`config.mk`:
```
export PLATFORM = sky130hd
export DESIGN_NAME = id_ex_stage
export DESIGN_NICKNAME = d
export VERILOG_FILES = /design/src/rtl/id_ex_stage.sv
export SDC_FILE = /design/constraint.sdc
export NUM_CORES = 1
export LEC_CHECK = 0
export CORE_UTILIZATION = 30
export CTS_BUF_LIST = sky130_fd_sc_hd__clkbuf_4 sky130_fd_sc_hd__clkbuf_8
export CTS_CLUSTER_DIAMETER = 30
export DETAILED_ROUTE_END_ITERATION = 10
export DONT_BUFFER_PORTS = 1
export PLACE_DENSITY_LB_ADDON = 0.08
export SYNTH_ARGS = -nofsm -noshare
export SYNTH_HDL_FRONTEND = slang
export SYNTH_SLANG_ARGS = --single-unit
```
`constraint.sdc`:
```
create_clock -name clk -period 2.92 [get_ports clk]
set_input_delay 0.876 -clock clk [delete_from_list [all_inputs] [get_ports clk]]
set_output_delay 0.876 -clock clk [all_outputs]
set_load 0.005 [all_outputs]
```
`src/rtl/id_ex_stage.sv`:
```
// Decode-to-execute pipeline register with load-use hazard detection and
// branch/jump flush control; counts every bubble it injects into E.
module id_ex_stage #(
    parameter int XLEN       = 32,
    parameter int REG_ADDR_W = 5,
    parameter int CNT_W      = 16
) (
    input  logic                  clk,
    input  logic                  rst_n,
    input  logic                  HoldIn,
    input  logic                  ValidD,
    input  logic                  BranchD,
    input  logic                  JumpD,
    input  logic [1:0]            ResultSrcD,
    input  logic                  MemWriteD,
    input  logic                  ALUSrcAD,
    input  logic                  ALUSrcBD,
    input  logic                  RegWriteD,
    input  logic                  LdSrcD,
    input  logic                  StSrcD,
    input  logic [3:0]            ALUControlD,
    input  logic [XLEN-1:0]       RD1D,
    input  logic [XLEN-1:0]       RD2D,
    input  logic [XLEN-1:0]       PCD,
    input  logic [XLEN-1:0]       ImmExtD,
    input  logic [XLEN-1:0]       PCPlus4D,
    input  logic [REG_ADDR_W-1:0] Rs1D,
    input  logic [REG_ADDR_W-1:0] Rs2D,
    input  logic [REG_ADDR_W-1:0] RdD,
    input  logic                  PCSrcE,
    output logic                  BranchE,
    output logic                  JumpE,
    output logic [1:0]            ResultSrcE,
    output logic                  MemWriteE,
    output logic                  ALUSrcAE,
    output logic                  ALUSrcBE,
    output logic                  RegWriteE,
    output logic                  LdSrcE,
    output logic                  StSrcE,
    output logic [3:0]            ALUControlE,
    output logic [XLEN-1:0]       RD1E,
    output logic [XLEN-1:0]       RD2E,
    output logic [XLEN-1:0]       PCE,
    output logic [XLEN-1:0]       ImmExtE,
    output logic [XLEN-1:0]       PCPlus4E,
    output logic [REG_ADDR_W-1:0] Rs1E,
    output logic [REG_ADDR_W-1:0] Rs2E,
    output logic [REG_ADDR_W-1:0] RdE,
    output logic                  ValidE,
    output logic                  StallF,
    output logic                  StallD,
    output logic                  FlushD,
    output logic [CNT_W-1:0]      BubbleCount
);

    logic load_use;
    logic bubble;
    logic cnt_sat;

    // Both rs fields are compared regardless of opcode; a spurious stall is harmless.
    assign load_use = ValidE & RegWriteE & (ResultSrcE == 2'b01) &
                      (RdE != '0) & ValidD &
                      ((Rs1D == RdE) | (Rs2D == RdE));

    assign bubble  = PCSrcE | load_use;
    assign cnt_sat = (BubbleCount == {CNT_W{1'b1}});

    assign StallF = HoldIn | (load_use & ~PCSrcE);
    assign StallD = StallF;
    assign FlushD = PCSrcE & ~HoldIn;

    always_ff @(posedge clk or negedge rst_n) begin
        if (!rst_n) begin
            BranchE     <= 1'b0;
            JumpE       <= 1'b0;
            ResultSrcE  <= 2'b00;
            MemWriteE   <= 1'b0;
            ALUSrcAE    <= 1'b0;
            ALUSrcBE    <= 1'b0;
            RegWriteE   <= 1'b0;
            LdSrcE      <= 1'b0;
            StSrcE      <= 1'b0;
            ALUControlE <= 4'd0;
            RD1E        <= '0;
            RD2E        <= '0;
            PCE         <= '0;
            ImmExtE     <= '0;
            PCPlus4E    <= '0;
            Rs1E        <= '0;
            Rs2E        <= '0;
            RdE         <= '0;
            ValidE      <= 1'b0;
            BubbleCount <= '0;
        end else if (HoldIn) begin
            BubbleCount <= BubbleCount;
        end else if (bubble) begin
            // Flush wins over load-use; either way exactly one bubble is counted.
            BranchE     <= 1'b0;
            JumpE       <= 1'b0;
            ResultSrcE  <= 2'b00;
            MemWriteE   <= 1'b0;
            ALUSrcAE    <= 1'b0;
            ALUSrcBE    <= 1'b0;
            RegWriteE   <= 1'b0;
            LdSrcE      <= 1'b0;
            StSrcE      <= 1'b0;
            ALUControlE <= 4'd0;
            RD1E        <= '0;
            RD2E        <= '0;
            PCE         <= '0;
            ImmExtE     <= '0;
            PCPlus4E    <= '0;
            Rs1E        <= '0;
            Rs2E        <= '0;
            RdE         <= '0;
            ValidE      <= 1'b0;
            if (!cnt_sat)
                BubbleCount <= BubbleCount + {{(CNT_W-1){1'b0}}, 1'b1};
        end else begin
            BranchE     <= BranchD;
            JumpE       <= JumpD;
            ResultSrcE  <= ResultSrcD;
            MemWriteE   <= MemWriteD;
            ALUSrcAE    <= ALUSrcAD;
            ALUSrcBE    <= ALUSrcBD;
            RegWriteE   <= RegWriteD;
            LdSrcE      <= LdSrcD;
            StSrcE      <= StSrcD;
            ALUControlE <= ALUControlD;
            RD1E        <= RD1D;
            RD2E        <= RD2D;
            PCE         <= PCD;
            ImmExtE     <= ImmExtD;
            PCPlus4E    <= PCPlus4D;
            Rs1E        <= Rs1D;
            Rs2E        <= Rs2D;
            RdE         <= RdD;
            ValidE      <= ValidD;
        end
    end

endmodule

```
==> impl_metrics.json <==
{
  "crit_path_end_kind": "primary output",
  "cts.path.max_buffers": 3,
  "cts_tree": "yes",
  "timing.fmax_ghz": 0.3587,
  "die_h_um": 161.9,
  "area.growth.synth_to_final_pct": 16.75,
  "p_seq_frac": 0.473,
  "combPwrFrac": 0.058,
  "firstDrtPassIters": 6,
  "cts-buffers-inserted": 42,
  "synthMuxAreaShare": 0.002935,
  "synth_flop_cell": "dfrtp_1",
  "globalRouteTotalUtil": 0.1523,
  "ys_seq_area_frac": 0.6719,
  "ctsHoldBuffers": 0,
  "cap_violations": 0,
  "clk_pin_slew_worst_paths_ns": 0.05,
  "synth_top_family_by_area": "compound AO/OA/AOI/OAI gates",
  "synthCells": 527,
  "switching_power_mw": 1.655,
  "dpl.hpwl_um": 13930,
  "synth_xor_area_frac": 0.02511,
  "drtIter0Drc": 339,
  "criticalPathCategory": "register to primary output",
  "ir_drop_v": 0.0003115,
  "period_share": 0.9548,
  "dieWidth_um": 161.9,
  "ys_top_cells_by_area": "dfrtp_1 67%, a22o_1 22%, buf_6 1.5%, xnor2_1 1.3%, xor2_1 1.3%",
  "pwr-share-clk": 0.470,
  "met3WireLength_um": 2370,
  "wl_per_cell_um": 23.29,
  "diodes": 0,
  "rsz0062_at_grt": "no",
  "htreeDepth": 2,
  "synth_compound_area_frac": 0.2265,
  "syn_area_per_cell_um2": 14.56,
  "p_int_mw": 5.486,
  "synth_commonest_cells": "206 x dfrtp_1, 190 x a22o_1, 23 x clkbuf_1",
  "ys_ff_latch": 206,
  "root_buffer": "clkbuf_8",
  "ios": 403,
  "wl_met2_um": 10300,
  "antenna_found_initial": 1,
  "grt_remaining_overflow": 0,
  "setup-violations-final": 0,
  "post-route-util": 0.3567,
  "grt_max_degree": 207,
  "fin_crit_ns": 2.788,
  "met1Wirelength_um": 7787,
  "synth_area_leader_cell": "dfrtp_1",
  "numPortBuffers": 0,
  "synth_warnings": 0,
  "nets": 732,
  "hold_viol_final": 0,
  "tightest_slew_ns": 0.4651,
  "grt_pass1_wl_um": 30700,
  "synth-edff-count": 0,
  "skew_ns": 0.01039,
  "top_layer": "met5",
  "synth_cell_types": 36,
  "start_util": 0.3056,
  "tns_ns": 0,
  "cp.arrival_ns": 1.91,
  "synth_most_common_cell": "dfrtp_1",
  "viasPerCell": 5.247,
  "dieArea_um2": 26220,
  "critPathMaxFanout": 5,
  "via_count": 4707,
  "insertion_delay_ns": 0.51,
  "synth.top_cell.area_share": 0.6719,
  "drive_gt1_frac": 0.1675,
  "synth-simple-area-share": 0.03474,
  "max_slew_margin": 0.6888,
  "syn_area_um2": 7672,
  "fill_cells": 2431,
  "synthesis.nets": 722,
  "synthArstFlopShare": 1.000,
  "worst_setup_path_start_kind": "register",
  "place.gp.congestion": 0.7524,
  "num_rows": 58,
  "p_leak_nw": 4.214,
  "switching_share": 0.2318,
  "antenna_left": 0,
  "core_um2": 25110,
  "cp.required_ns": 2.04,
  "powerDensity_nw_per_um2": 797.3,
  "clock_sinks": 206,
  "remaining_drc_errors": 0,
  "outcome": "completed",
  "drt_wl_total_um": 20890,
  "grt_pass1_vias": 5145,
  "synthAdderAreaFrac": 0.001631,
  "slew_violations": 0,
  "min_path_type": "input pin to asynchronous set/reset pin"
}
## stage by stage
stage                     std cells  setup slack (ns)  total power [mW]  hold slack (ns)  cell area [um^2]
final                           897            0.1319             7.142          0.06177              8957
after detailed placement        823            0.1285             3.839           0.5197              7976
after global placement          823            0.1474             3.834           0.5125              7976
after global routing            897          0.007708             7.467          0.01514              8957
after CTS                       897          0.003830             7.251          0.01880              8955
after floorplan                 527           0.08631             3.703           0.4840              7672
## worst max-delay path, cell delays in order (launching register included)
cell and delay (ns):
dfrtp_2 0.48, or4_1 0.51, nor2_1 0.15, nor4_2 0.07, nand2_1 0.10, o21bai_2 0.09
## power groups by stage
stage	combinational (mW)	sequential [mW]	clock, mW
global placement	0.398	3.44	0
finish	0.411	3.37	3.36
global route	0.454	3.41	3.61
floorplan	0.378	3.33	0
detailed placement	0.414	3.42	0
CTS	0.414	3.38	3.46
## cells by family after synthesis
family                   count (synthesis)
AO/OA/AOI/OAI                          199
XOR/XNOR                                22
adder cells (fa/ha/maj)                  1
buffers and inverters                   48
flip-flops                             206
multiplexers                             2
AND/OR/NAND/NOR                         49
## final timing paths
path                                             startpoint                           to  slack (ns)  depth (start not counted)
max in group asynchronous                             rst_n       ImmExtE[8]$_DFFE_PN0N_        2.47                          0
worst max register to register           RdE[2]$_DFFE_PN0N_         RD1E[17]$_DFFE_PN0N_        0.38                          8
worst min register to register  BubbleCount[12]$_DFFE_PN0P_  BubbleCount[12]$_DFFE_PN0P_        0.52                          1
worst max-delay path                     RdE[2]$_DFFE_PN0N_                       StallD        0.13                          5
min in group clk                                   RD2D[15]         RD2E[15]$_DFFE_PN0N_        0.49                          1
worst min-delay path                                  rst_n   ALUControlE[0]$_DFFE_PN0N_        0.06                          0
## layout make-up
class / count / area [um^2] / area share
clock buffers: 62 / 772.0 / 0.08619
well taps: 330 / 412.9 / 0.04610
multi-input cells: 273 / 2250 / 0.2512
flip-flops and latches: 206 / 5157 / 0.5758
clock inverters: 12 / 196.4 / 0.02193
repair buffers: 11 / 157.7 / 0.01760
inverters: 3 / 11.26 / 0.001257
## metal layers
metal  global-route usage  vias to the layer above
li1                     -                     2033
met4              0.05575                        2
met3              0.06512                       32
met1               0.1724                     2329
met5                    0                        -
met2               0.2546                      311
## timing repair
item / CTS / global route
endpoints found under the setup margin: 2 / 2
pin swaps: 0 / 1
gates resized for setup: 2 / 2
buffers inserted: 0 / 0
## cells in the final DEF, fill, tap and decap left out, types with 4 or more instances in the layout
cell       netlist  final
buf_4            2      5
xnor2_1         11     11
clkbuf_8         0     49
nor3_1           4      4
buf_12           0      6
dfrtp_1        206    204
nor4_1           7      7
nand3_1          6      6
xor2_1          11     11
nand2_1         13     13
clkbuf_4         0     13
a22o_1         190    190
nor2_1           6      6
bufinv_16        0      5
## sequential cells by signal, indices dropped and copies added, names as in the netlist, 2 cells and up
register	count
ImmExtE	32
BubbleCount	16
RdE	5
Rs1E	5
ALUControlE	4
PCPlus4E	32
RD2E	32
Rs2E	5
PCE	32
RD1E	32
ResultSrcE	2
(Power assumes the default switching activity.)
